[src/rtl/demux_reg_16_pkg.sv]
// Shared constants for the demultiplexed 16-entry register bank.
package demux_reg_16_pkg;

  localparam int NUM_REGS = 16;
  localparam int SEL_W    = 4;

  localparam logic [0:0] ST_IDLE  = 1'b0;
  localparam logic [0:0] ST_CLEAR = 1'b1;

endpackage

[src/rtl/demux_reg_16_decoder.sv]
// 4-to-16 one-hot decoder; all outputs low when not enabled.
module decoder_4to16
  import demux_reg_16_pkg::*;
(
  input  logic [SEL_W-1:0]    idx,
  input  logic                en,
  output logic [NUM_REGS-1:0] onehot
);

  // idx is only looked at when enabled, so an X on idx cannot leak out.
  always_comb begin
    onehot = '0;
    if (en) begin
      onehot[idx] = 1'b1;
    end
  end

endmodule

[src/rtl/demux_reg_16.sv]
// 1-to-16 demultiplexed register bank with write handshake, per-entry valid
// flags and a sequenced one-entry-per-cycle bulk clear.
module demux_reg_16
  import demux_reg_16_pkg::*;
#(
  parameter int N = 8
) (
  input  logic                clk,
  input  logic                rst_n,
  input  logic [N-1:0]        D,
  input  logic [SEL_W-1:0]    S,
  input  logic                WE,
  output logic                WR_RDY,
  input  logic                CLR,
  output logic                BUSY,
  output logic [N-1:0]        O0,
  output logic [N-1:0]        O1,
  output logic [N-1:0]        O2,
  output logic [N-1:0]        O3,
  output logic [N-1:0]        O4,
  output logic [N-1:0]        O5,
  output logic [N-1:0]        O6,
  output logic [N-1:0]        O7,
  output logic [N-1:0]        O8,
  output logic [N-1:0]        O9,
  output logic [N-1:0]        O10,
  output logic [N-1:0]        O11,
  output logic [N-1:0]        O12,
  output logic [N-1:0]        O13,
  output logic [N-1:0]        O14,
  output logic [N-1:0]        O15,
  output logic [NUM_REGS-1:0] VLD
);

  logic [0:0]          state;
  logic [SEL_W-1:0]    cnt;
  logic [N-1:0]        regs [NUM_REGS];
  logic [NUM_REGS-1:0] vld;
  logic [NUM_REGS-1:0] wr_oh;
  logic [NUM_REGS-1:0] clr_oh;
  logic                wr_en;

  // A clear request wins over a concurrent write in the same cycle.
  assign WR_RDY = (state == ST_IDLE) && !CLR;
  assign BUSY   = (state == ST_CLEAR);
  assign wr_en  = WE && WR_RDY;

  decoder_4to16 u_wr_dec (
    .idx    (S),
    .en     (wr_en),
    .onehot (wr_oh)
  );

  decoder_4to16 u_clr_dec (
    .idx    (cnt),
    .en     (BUSY),
    .onehot (clr_oh)
  );

  always_ff @(posedge clk or negedge rst_n) begin
    if (!rst_n) begin
      state <= ST_IDLE;
      cnt   <= '0;
    end else begin
      case (state)
        ST_IDLE: begin
          if (CLR) begin
            state <= ST_CLEAR;
            cnt   <= '0;
          end
        end
        default: begin
          cnt <= cnt + 1'b1;
          if (cnt == 4'd15) begin
            state <= ST_IDLE;
          end
        end
      endcase
    end
  end

  // Write and clear enables are mutually exclusive: one needs IDLE, the other CLEAR.
  always_ff @(posedge clk or negedge rst_n) begin
    if (!rst_n) begin
      vld <= '0;
      for (int i = 0; i < NUM_REGS; i++) begin
        regs[i] <= '0;
      end
    end else begin
      for (int i = 0; i < NUM_REGS; i++) begin
        if (wr_oh[i]) begin
          regs[i] <= D;
          vld[i]  <= 1'b1;
        end else if (clr_oh[i]) begin
          regs[i] <= '0;
          vld[i]  <= 1'b0;
        end
      end
    end
  end

  assign VLD = vld;
  assign O0  = regs[0];
  assign O1  = regs[1];
  assign O2  = regs[2];
  assign O3  = regs[3];
  assign O4  = regs[4];
  assign O5  = regs[5];
  assign O6  = regs[6];
  assign O7  = regs[7];
  assign O8  = regs[8];
  assign O9  = regs[9];
  assign O10 = regs[10];
  assign O11 = regs[11];
  assign O12 = regs[12];
  assign O13 = regs[13];
  assign O14 = regs[14];
  assign O15 = regs[15];

endmodule

[config.mk]
export PLATFORM = sky130hd
export DESIGN_NAME = demux_reg_16
export DESIGN_NICKNAME = d
export VERILOG_FILES = /design/src/rtl/demux_reg_16_pkg.sv /design/src/rtl/demux_reg_16_decoder.sv /design/src/rtl/demux_reg_16.sv
export SDC_FILE = /design/constraint.sdc
export NUM_CORES = 1
export LEC_CHECK = 0
export CAP_MARGIN = 20
export CORE_ASPECT_RATIO = 1.75
export CORE_MARGIN = 2
export CORE_UTILIZATION = 47
export CTS_CLUSTER_DIAMETER = 100
export DETAILED_ROUTE_END_ITERATION = 8
export PLACE_DENSITY = 0.77
export SETUP_SLACK_MARGIN = 0.2
export SYNTH_ARGS = -nofsm -noshare
export SYNTH_HDL_FRONTEND = slang
export SYNTH_SLANG_ARGS = --single-unit
export TNS_END_PERCENT = 1
[constraint.sdc]
create_clock -name clk -period 1.9 [get_ports clk]
set_clock_uncertainty 0.1 [all_clocks]
set_input_delay 0.19 -clock clk [delete_from_list [all_inputs] [get_ports clk]]
set_output_delay 0.19 -clock clk [all_outputs]
set_load 0.02 [all_outputs]
Yosys cells after proc, flatten, opt, wreduce, memory -nomap -nowiden. Cells that the tools add are included.

Multipliers: 0. Divide/modulo/power cells: 0. Shift-type cells: 0. Eq/ne operators: 1. $add $sub $neg: 1. Order comparisons: 4. Bitwise operators: 1. Reductions and logical operators: 22. Mux-type cells: 75.

Operators by type and width (count): 8-bit two-way mux (32); 1-bit two-way mux (37); 2-bit nonzero test (17); 16-bit two-way mux (2); 4-bit by 5-bit less-than comparator with 1-bit output (second input constant) (2); 1-bit demux with 4-bit select (2); 4-bit by 1-bit >= comparator with 1-bit output (second input constant) (2); 4-bit two-way mux (2); 4-bit by 1-bit adder with 4-bit output (second input constant) (1); 4-bit == test (second input constant) (1); 1-bit logical AND (4); 1-bit logical NOT (1); 1-bit inverter (1).

Bits of input ports: 16. Latch bits: 0. Register bits: 149. Memories kept: 0. Bits in writable memories: 0. Logic and storage cells: 138. ROM bits: 0. Output and inout bits: 146.

Longest topological paths before layout.
Depth in word-level cells: 7. Gate-level depth with buffers: 6. Gate-level depth less buffers: 5.

Hierarchy. From an unflattened synthesis, not the netlist that was laid out.

Cells, all modules: 418. Area total of the unflattened synthesis: 6039.5 sq um.

By module, submodules not included: demux_reg_16 (instances 1, area each 5801.8 sq um, sequential area each 3728.6 sq um, cells an instance 372); decoder_4to16 at u_clr_dec (instances 1, area each 120.1 sq um, sequential area each 0.0 sq um, cells an instance 23); decoder_4to16 at u_wr_dec (instances 1, area each 117.6 sq um, sequential area each 0.0 sq um, cells an instance 23).

Least setup slack after synthesis. No wires, ideal clock.

Path type: flip-flop to flip-flop. From: reg state (netlist: BUSY). To: reg regs (netlist bit O3[7]). Buffers on the path: 3. Slack: 0.052 ns. Data arrival time: 1.669 ns. Required time: 1.720 ns. Setup time: 0.080 ns. Stages on the path, launching flop included: 7. Cell sequence: dfrtp_1 -> buf_6 -> or3_1 -> buf_2 -> nor4b_4 -> buf_6 -> mux2i_1.

Word-level cells in the longest chain between the ends: 5. Elaborated cells between the ends (all ways): 7. Classes of those cells: 3 x mux; 1 x bitwise; 3 x reduce/logical.

RTL lines: start: declaration (RTL line demux_reg_16.sv:35) `logic [0:0] state;`; start signal: assignment (RTL line demux_reg_16.sv:62) `state <= ST_IDLE;`; start signal: assignment (RTL line demux_reg_16.sv:68) `state <= ST_CLEAR;`; start signal: assignment (RTL line demux_reg_16.sv:75) `state <= ST_IDLE;`; 1-bit inverter; 1-bit logical AND (RTL line demux_reg_16.sv:44) `assign WR_RDY = (state == ST_IDLE) && !CLR;`; 1-bit logical AND (RTL line demux_reg_16.sv:46) `assign wr_en = WE && WR_RDY;`; 16-bit two-way mux (RTL line demux_reg_16_decoder.sv:13) `if (en) begin`; 8-bit two-way mux or 2-bit nonzero test (tied branches); end signal: indexed assignment (RTL line demux_reg_16.sv:87) `regs[i] <= '0;`; end signal: indexed assignment (RTL line demux_reg_16.sv:92) `regs[i] <= D;`; end signal: indexed assignment (RTL line demux_reg_16.sv:95) `regs[i] <= '0;`; end: declaration (RTL line demux_reg_16.sv:37) `logic [N-1:0] regs [NUM_REGS];`.

Several ways; a longest one is shown, not always the timed one. A chain may end at the register's enable or synchronous reset.

Final worst setup path.
From: reg state (netlist: BUSY). To: reg regs (netlist bit O6[6]).

The elaborated chain is that of the path after synthesis.

==> results.sh <==
export IMPL_status="complete, no violations"
export IMPL_grt_max_degree=56
export IMPL_fin_crit_ns=1.79
export IMPL_syn_area_per_cell_um2=11.9
export IMPL_postSynthCellCount=535
export IMPL_diodes=0
export IMPL_drt_initial_drc_count=254
export IMPL_grtUsageTotal=0.253
export IMPL_post_place_ws_ns=-0.261
export IMPL_synth_adder_area_share=0.00783
export IMPL_drv_slew=0
export IMPL_area_delta_synth_final_pct=41.9
export IMPL_min_delay_path_class="in2async"
export IMPL_htreeDepth=4
export IMPL_hold_violations=0
export IMPL_cp_end_kind="register"
export IMPL_synth_cell_types=36
export IMPL_placementRows=56
export IMPL_port_buffers=161
export IMPL_finalCritPeriodShare=0.942
export IMPL_clkTransAtPathRegs_ns=0.06
export IMPL_root_buffer="clkbuf_16"
export IMPL_drive_gt1_frac=0.136
export IMPL_maxCapViolations=0
export IMPL_vdd_drop_max_mv=1.06
export IMPL_fin_nets=742
export IMPL_antenna_left=0
export IMPL_syn_num_nets=555
export IMPL_cp_max_fo=5
export IMPL_netlist_area_um2=6390
export IMPL_cts_max_path_buffers=2
export IMPL_ys_ff_latch=149
export IMPL_worst_ep_arrival_time_ns=2.03
export IMPL_ys_async_sr_fraction=1.00
export IMPL_leakage_uw=0.00468
export IMPL_clkLatencyLatePin_ns=0.42
export IMPL_grt_pass1_vias=5099
export IMPL_muxShareOfSynthArea=0.201
export IMPL_synthXorXnorAreaFrac=0.00137
export IMPL_synth_edff_count=0
export IMPL_crit_required_ns=2.14
export IMPL_die_x_um=92.1
export IMPL_nFillCells=1018
export IMPL_core_area_um2=13300
export IMPL_power_density_nw_per_um2=1620
export IMPL_first_pass_iters=4
export IMPL_antenna_found_initial=0
export IMPL_gp_congestion=0.823
export IMPL_die_area_um2=14600
export IMPL_avgViaCountPerCell=5.29
export IMPL_critPathLaunchType="register"
export IMPL_holdWs_ns=0.192
export IMPL_detailed_place_hpwl_mm=12.3
export IMPL_r2r_cells=5
export IMPL_overflow=0
export IMPL_grt_pass1_wl_mm=27.9
export IMPL_cts_inserted_buffers=17
export IMPL_max_freq_mhz=559
export IMPL_wl_mm=17.9
export IMPL_setup_viol=0
export IMPL_worst_pin_slew_ns=0.866
export IMPL_clkSinkCount=149
export IMPL_yosysSeqAreaShare=0.584
export IMPL_yosysWarnings=0
export IMPL_crit_type="reg2reg"
export IMPL_setup_slack_ns=0.110
export IMPL_die_h_um=158
export IMPL_pin_count=162
export IMPL_via_count=4806
export IMPL_maxSlewHeadroom=0.422
export IMPL_synth_compound_area_frac=0.0139
export IMPL_ys_flop_type="dfrtp_1"
export IMPL_synthSimpleGateAreaFrac=0.157
export IMPL_synth_top_family_by_area="multiplexers"
export IMPL_start_util=0.480
export IMPL_wl_per_cell_um=19.7
export IMPL_rsz0062_at_grt="yes"
export IMPL_setup_tns_ns=0
export IMPL_cts_tree="done"
export IMPL_drc_errors=0
## flip-flops by register name, indices dropped and copies added (netlist names)
register	count
VLD	16
O0	8
O10	8
O11	8
O12	8
O13	8
O14	8
O15	8
O1	8
O2	8
O3	8
O4	8
O5	8
O6	8
O7	8
O8	8
O9	8
cnt	4
BUSY	1
## through the flow
stage	cells	instance area, um^2	power, uW	utilization
floorplan	535	6400	8330	-
global placement	870	8440	11500	0.634
detailed placement	870	8440	11700	0.634
CTS	903	8990	14800	0.675
global route	909	9060	15500	0.681
finish	909	9060	14700	0.681
## layout make-up
| type | count | area (um^2) | share of cell area |
|---|---|---|---|
| inverter | 10 | 37.5 | 0.00414 |
| multi-input combinational | 342 | 2470 | 0.273 |
| clock inverter | 13 | 148 | 0.0163 |
| timing repair buffer | 202 | 2010 | 0.222 |
| clock buffer | 19 | 443 | 0.0489 |
| tap | 174 | 218 | 0.0240 |
| sequential | 149 | 3730 | 0.412 |
## power by group
part,switching [uW],internal [uW]
combinational,3370,2620
sequential,938,4450
clock,1360,1980
## worst max-delay path, cell delays in order (launching register included)
cell and delay [ns]:
dfrtp_2 0.43, or3_4 0.39, nor4b_4 0.27, buf_4 0.17, buf_12 0.12, mux2i_1 0.22
## cell families after synthesis
logic type               count (synthesis)
adder cells (fa/ha/maj)                  4
AO/OA/AOI/OAI                           12
flip-flops                             149
XOR/XNOR                                 1
AND/OR/NAND/NOR                        197
buffers and inverters                   44
multiplexers                           128
## path summary, 6_finish.rpt
path | slack (ns) | start | end
max in group asynchronous | 0.85 | rst_n | O9[6]
setup / recovery | 0.11 | BUSY | O6[6]
hold reg to reg | 0.38 | VLD[8] | VLD[8]
min in group clk | 0.38 | VLD[8] | VLD[8]
hold / removal | 0.19 | rst_n | O1[3]
setup reg to reg | 0.11 | BUSY | O6[6]
## synth_stat cells, types with 3 or more instances
master | instances | area (um^2)
nand2_1 | 152 | 571
dfrtp_1 | 149 | 3730
mux2i_1 | 128 | 1280
clkbuf_1 | 19 | 71.3
inv_1 | 10 | 37.5
a21o_1 | 9 | 67.6
nand4b_1 | 8 | 70.1
buf_6 | 7 | 78.8
buf_1 | 4 | 15.0
ha_1 | 4 | 50.1
nand2_2 | 4 | 25.0
nand4_1 | 4 | 25.0
nand4bb_1 | 4 | 45.0
nor4b_4 | 4 | 95.1
nor3_1 | 3 | 15.0
## routing by layer
layer / up-vias / routed length (um) / track usage
met2: 140 / 10100 / 0.475
li1: 2180 / - / -
met4: 0 / 418 / 0.0860
met5: - / 0 / 0
met3: 33 / 818 / 0.0652
met1: 2453 / 6490 / 0.273
## cell usage in the layout (no fill, tap or decap), types with 2 or more instances in the layout
cell type | synthesis | final
bufinv_16 | 0 | 2
mux2i_2 | 0 | 2
clkdlybuf4s50_1 | 0 | 102
ha_2 | 0 | 3
nor3_1 | 3 | 2
inv_6 | 0 | 4
nand4bb_2 | 0 | 2
buf_12 | 0 | 12
dfrtp_1 | 149 | 148
clkinvlp_4 | 0 | 4
inv_1 | 10 | 10
nand2_2 | 4 | 4
nor4b_4 | 4 | 4
nor3_2 | 1 | 2
nor4bb_1 | 2 | 2
nor2b_1 | 2 | 2
nand2_1 | 152 | 152
dlygate4sd2_1 | 0 | 57
clkbuf_16 | 0 | 18
mux2i_1 | 128 | 126
buf_4 | 2 | 27
nor3b_1 | 2 | 2
nand4_1 | 4 | 4
nand4bb_1 | 4 | 2
a21o_1 | 9 | 9
nand4b_1 | 8 | 8
clkinv_4 | 0 | 2
nor2_4 | 2 | 2
## what timing repair did
| action | in CTS | in global routing |
|---|---|---|
| gates cloned | 0 | 1 |
| setup endpoints to repair | 135 | 203 |
| gates resized for setup | 70 | 2 |
| buffers inserted | 0 | 5 |
| pin swaps | 13 | 5 |
| hold buffers | 1 | 0 |
| hold endpoints to repair | 51 | 0 |
Note: power is estimated with default switching activity, not from simulation.
